==> config.mk <==
export PLATFORM = sky130hd
export DESIGN_NAME = reg_bank
export DESIGN_NICKNAME = d
export VERILOG_FILES = /design/src/rtl/lite_pkg.sv /design/src/rtl/reg_scoreboard.sv /design/src/rtl/reg_bank.sv
export SDC_FILE = /design/constraint.sdc
export NUM_CORES = 1
export LEC_CHECK = 0
export ABC_AREA = 0
export CORE_ASPECT_RATIO = 1.1
export CORE_UTILIZATION = 50
export DETAILED_ROUTE_END_ITERATION = 8
export PLACE_DENSITY = 0.95
export SYNTH_ARGS = -nofsm -noshare
export SYNTH_HDL_FRONTEND = slang
export SYNTH_SLANG_ARGS = --single-unit
==> constraint.sdc <==
create_clock -name clk -period 5.22 [get_ports clk]
set_input_delay 0.783 -clock clk [delete_from_list [all_inputs] [get_ports clk]]
set_output_delay 0.783 -clock clk [all_outputs]
set_load 0.02 [all_outputs]
==> src/rtl/lite_pkg.sv <==
// rtl/lite_pkg.sv - shared register-file constants and types
package lite_pkg;
   localparam int REG_W = 8;
   localparam int REG_N = 4;
   localparam logic [REG_W-1:0] RESET_VAL = 8'h00;
   typedef logic [1:0] reg_sel_t;
endpackage

==> src/rtl/reg_scoreboard.sv <==
// rtl/reg_scoreboard.sv - per-register load busy tracking, hazard stall and sticky load error
module reg_scoreboard
   import lite_pkg::*;
(
   input  logic              clk,
   input  logic              rst_n,
   input  logic              wr_en_i,
   input  reg_sel_t          wr_sel_i,
   input  logic              ld_issue_i,
   input  reg_sel_t          ld_sel_i,
   input  logic              ld_valid_i,
   input  reg_sel_t          ld_tag_i,
   output logic [REG_N-1:0]  busy_o,
   output logic              stall_o,
   output logic              wr_acc_o,
   output logic              ld_hit_o,
   output logic              ld_err_o
);

   logic [REG_N-1:0] busy_q, busy_d;
   logic             ld_err_q, ld_err_d;
   logic             stall;
   logic             issue_acc;

   // Hazard check uses registered busy only; a same-cycle return does not unblock a request.
   always_comb begin
      stall     = (wr_en_i & busy_q[wr_sel_i]) | (ld_issue_i & busy_q[ld_sel_i]);
      issue_acc = ld_issue_i & ~stall;
      wr_acc_o  = wr_en_i & ~stall;
      ld_hit_o  = ld_valid_i & busy_q[ld_tag_i];
   end

   // Next busy/error state: a return clears its tag, an accepted issue sets its target.
   // An accepted issue can never target a busy tag, so the two updates never collide.
   always_comb begin
      busy_d   = busy_q;
      ld_err_d = ld_err_q | (ld_valid_i & ~busy_q[ld_tag_i]);
      if (ld_hit_o) begin
         busy_d[ld_tag_i] = 1'b0;
      end
      if (issue_acc) begin
         busy_d[ld_sel_i] = 1'b1;
      end
   end

   // Scoreboard state; reset forgets every outstanding load.
   always_ff @(posedge clk or negedge rst_n) begin
      if (!rst_n) begin
         busy_q   <= '0;
         ld_err_q <= 1'b0;
      end else begin
         busy_q   <= busy_d;
         ld_err_q <= ld_err_d;
      end
   end

   assign busy_o   = busy_q;
   assign stall_o  = stall;
   assign ld_err_o = ld_err_q;

endmodule

==> src/rtl/reg_bank.sv <==
// rtl/reg_bank.sv - four-entry architectural register file with ALU write-back and load returns
module reg_bank
   import lite_pkg::*;
#(
   parameter int                REG_W     = lite_pkg::REG_W,
   parameter logic [REG_W-1:0]  RESET_VAL = REG_W'(lite_pkg::RESET_VAL)
) (
   input  logic              clk,
   input  logic              rst_n,
   input  logic              wr_en,
   input  reg_sel_t          wr_sel,
   input  logic [REG_W-1:0]  wr_data,
   input  logic              ld_issue,
   input  reg_sel_t          ld_sel,
   input  logic              ld_valid,
   input  reg_sel_t          ld_tag,
   input  logic [REG_W-1:0]  ld_data,
   output logic [REG_W-1:0]  r0,
   output logic [REG_W-1:0]  r1,
   output logic [REG_W-1:0]  r2,
   output logic [REG_W-1:0]  r3,
   output logic [REG_N-1:0]  busy,
   output logic              stall,
   output logic              ld_err
);

   logic [REG_W-1:0] regs_q [REG_N];
   logic [REG_W-1:0] regs_d [REG_N];
   logic             wr_acc;
   logic             ld_hit;

   reg_scoreboard u_scoreboard (
      .clk        (clk),
      .rst_n      (rst_n),
      .wr_en_i    (wr_en),
      .wr_sel_i   (wr_sel),
      .ld_issue_i (ld_issue),
      .ld_sel_i   (ld_sel),
      .ld_valid_i (ld_valid),
      .ld_tag_i   (ld_tag),
      .busy_o     (busy),
      .stall_o    (stall),
      .wr_acc_o   (wr_acc),
      .ld_hit_o   (ld_hit),
      .ld_err_o   (ld_err)
   );

   // Next register contents; write-back and load return never hit the same register
   // because a write-back to a busy register is stalled.
   always_comb begin
      regs_d = regs_q;
      if (wr_acc) begin
         regs_d[wr_sel] = wr_data;
      end
      if (ld_hit) begin
         regs_d[ld_tag] = ld_data;
      end
   end

   // Data registers, loaded with RESET_VAL on reset.
   always_ff @(posedge clk or negedge rst_n) begin
      if (!rst_n) begin
         for (int i = 0; i < REG_N; i++) begin
            regs_q[i] <= RESET_VAL;
         end
      end else begin
         regs_q <= regs_d;
      end
   end

   assign r0 = regs_q[0];
   assign r1 = regs_q[1];
   assign r2 = regs_q[2];
   assign r3 = regs_q[3];

endmodule
==> summary.md <==
| Metric | Value |
|---|---|
| Starting Density | `52.3%` |
| Final hold vios | `0` |
| Ys flop type | `dfrtp_1` |
| Worst Tran Pin Value | `around 0.83 ns` |
| Mapped Cells | `between 200 and 250` |
| Number of distinct library cells after synthesis | `27` |
| XOR/XNOR Fraction of Synth Area | `0%` |
| TritonCTS clock tree | `done` |
| Area Growth Syn to Fin | `35.5%` |
| Synth top area share | `44.7%` |
| Syn_area_per_cell | `just under 9 µm²` |
| Setup Buffers After CTS | `0` |
| Post-synth EDFFs | `0` |
| Multi-input logic area | `0.00106 mm²` |
| IO Port Bufs | `64` |
| Post-synthesis simple-gate area fraction | `25.0%` |
| Crit path DAT | `between 2 and 3 ns` |
| Async SR Flop Fraction | `between 90% and 100%` |
| Die Wd | `between 60 and 70 µm` |
| First-pass GRT wire length | `slightly below 10000 µm` |
| Status | `completed` |
| Kind of critical path | `input pin to primary output` |
| RSZ-0062 raised after global routing | `false` |
| Setup violations, final | `0` |
| Met3 global-route usage | `3.95%` |
| Total track usage | `29.5%` |
| Cell with the most instances after synthesis | `nor2_1` |
| Yosys top cell by area | `dfrtp_1` |
| Antenna violations before repair | `0` |
| Clock Latency Late Sink | `between 0.2 and 0.3 ns` |
| Largest family of logic cells by synthesized area | `simple AND/OR/NAND/NOR gates` |
| Synth Area in Compound Gates | `22.5%` |
| Fmax | `279 MHz` |
| Sequential fraction of the synthesis area | `44.7%` |
| Max-slew violation count | `0` |
| Gr busiest metal | `met2` |
| Nets | `318` |
| H-Tree Level Count | `2` |
| CORE AREA | `0.00396 mm²` |
| Clock Tree Buf Depth | `2` |
| P_leak | `1.06 nW` |
| Hold Slack | `roughly 0.48 ns` |
| Rel. slew slack | `around 44%` |
| Boundary Pins | `65` |
| Mux share of post-synthesis cell area | `3.14%` |
| Adder-cell share of the synthesized area | `0%` |
| Worst clock skew | `~0.0034 ns` |
| Largest fanout on the critical path | `14` |
| Required time of the critical path | `4.44 ns` |
| Top cells by count, synth | `nor2_1 (40), dfrtp_1 (37), a31oi_1 (32)` |
| Num rows | `24` |
| Synthesis warning total | `0` |
| GRT Residual Overflow | `0` |
| Hold Buf Count CTS | `0` |
| Worst Setup Start Kind | `input pin` |
| Mapped Area | `0.00207 mm²` |
| Hold Path Class | `flop to flop` |
| Vias in the first global route | `around 2000` |
| Sum Neg Setup Slack | `0 ns` |
| RePlAce Congestion | `slightly above 0.9` |
| Clk pin slew, worst setup/hold paths | `~0.07 ns` |
| Tmin final | `about 3.6 ns` |
| Vias | `2142` |
| DRC Markers | `0` |
| Worst setup EP type | `primary output` |
| Met1 GRT Util | `40.1%` |
| Total CTS buffers | `5` |
| Resized cells post-CTS | `0` |
| Avg Vias per Cell | `between 6 and 7` |
| Synth area leaders | `dfrtp_1 (45%), a31oi_1 (9.7%), or4_1 (8.7%), nor2_1 (7.2%), o31ai_1 (5.8%)` |
| Drt total wl | `6030 µm` |
| CTS Root Cell | `clkbuf_8` |
| Syn Nets | `approximately 260` |
| Drt first pass iters | `4` |
| MaxCap Viol Count | `0` |
| FF+latch count, synth | `37` |
| VDD IR max | `roughly 300 µV` |
| Die area | `0.00441 mm²` |
| Largest net degree at the start of global routing | `40` |
| Fraction of layout cells with a size suffix above 1 | `4.81%` |
| DP HPWL | `roughly 4200 µm` |
| Antenna diodes | `0` |
| WL per Instance | `17.6 µm` |
| Fill cells | `318` |
| Met2 Usage GRT | `between 40 and 50%` |
| CTS Sinks | `37` |
| Die height | `around 70 µm` |
| Fin crit share | `around 70%` |
| Power per cell area | `561 mW/mm²` |
| Register area | `around 900 µm²` |
| DR iter-0 viols | `about 230` |
| Antenna Nets Post-Route | `0` |
[path summary, 6_finish.rpt]
| path | from | to | slack (ns) | cells after the start |
|---|---|---|---|---|
| max | wr_sel[0] | stall | 1.64 | 5 |
| min | u_scoreboard.ld_err_o$_DFF_PN0_ | u_scoreboard.ld_err_o$_DFF_PN0_ | 0.48 | 1 |
| max reg2reg | u_scoreboard.busy_o[0]$_DFF_PN0_ | r1[6]$_DFF_PN0_ | 3.05 | 5 |
| min reg2reg | u_scoreboard.ld_err_o$_DFF_PN0_ | u_scoreboard.ld_err_o$_DFF_PN0_ | 0.48 | 1 |
| max in group asynchronous | rst_n | r3[0]$_DFF_PN0_ | 3.99 | 2 |
| min in group asynchronous | rst_n | r1[0]$_DFF_PN0_ | 0.89 | 2 |
[worst max-delay path, stage by stage]
cell	delay, ns
clkdlybuf4s50_1	0.74
mux4_2	0.55
nand2_1	0.10
nand2_1	0.08
clkdlybuf4s50_1	0.54
[metrics by stage]
stage / worst slack (ns) / util [%] / instance area, µm² / std cells / power (mW)
after floorplan: 2.84 / - / 2070 / 237 / 0.974
after global placement: 1.70 / 68.7 / 2720 / 336 / 1.35
after detailed placement: 1.67 / 68.7 / 2720 / 336 / 1.37
after global routing: 1.54 / 70.8 / 2810 / 343 / 1.67
final: 1.64 / 70.8 / 2810 / 343 / 1.58
after CTS: 1.66 / 70.8 / 2810 / 343 / 1.58
[cell usage in the layout, fill, tap and decap left out, types with 2 or more instances in the layout]
cell type,count
clkdlybuf4s50_1,64
nor2_1,40
dfrtp_1,37
a31oi_1,32
or4_1,24
nand2_1,17
o21ai_0,16
o31ai_1,16
nand3_1,9
clkbuf_8,6
nand2b_1,4
o41ai_1,4
inv_1,3
buf_4,3
mux4_2,2
mux2i_1,2
[power breakdown]
group	switching [mW]	internal (mW)	total [mW]
Combinational	0.446	0.395	0.841
Clock	0.0951	0.105	0.200
Sequential	0.105	0.430	0.535
Total	0.646	0.930	1.58
[final cells by class]
cell class                      count  share of cell area, %
Multi-Input combinational cell    177                   37.6
Sequential cell                    37                   33.0
Timing Repair Buffer               67                   23.6
Clock buffer                        7                   3.07
Tap cell                           52                   2.32
Inverter                            3                  0.401
[metal layers]
layer	part of all wire (%)	wire length, µm	vias to the layer above
li1	-	-	1012
met1	41	2460	995
met2	48	2880	116
met3	7.8	473	19
met4	3.6	217	0
met5	0	0	-
[cell families after synthesis]
logic type	Yosys count
buf+inv	23
mux	4
simple gates	101
flops	37
compound gates	72
[state kept, by name, summed over array words and instances, names as in the netlist]
| signal | cells |
|---|---|
| r0 | 8 |
| r1 | 8 |
| r2 | 8 |
| r3 | 8 |
| u_scoreboard.busy_o | 4 |
| u_scoreboard.ld_err_o | 1 |
Note: power is estimated with default switching activity, not from simulation.
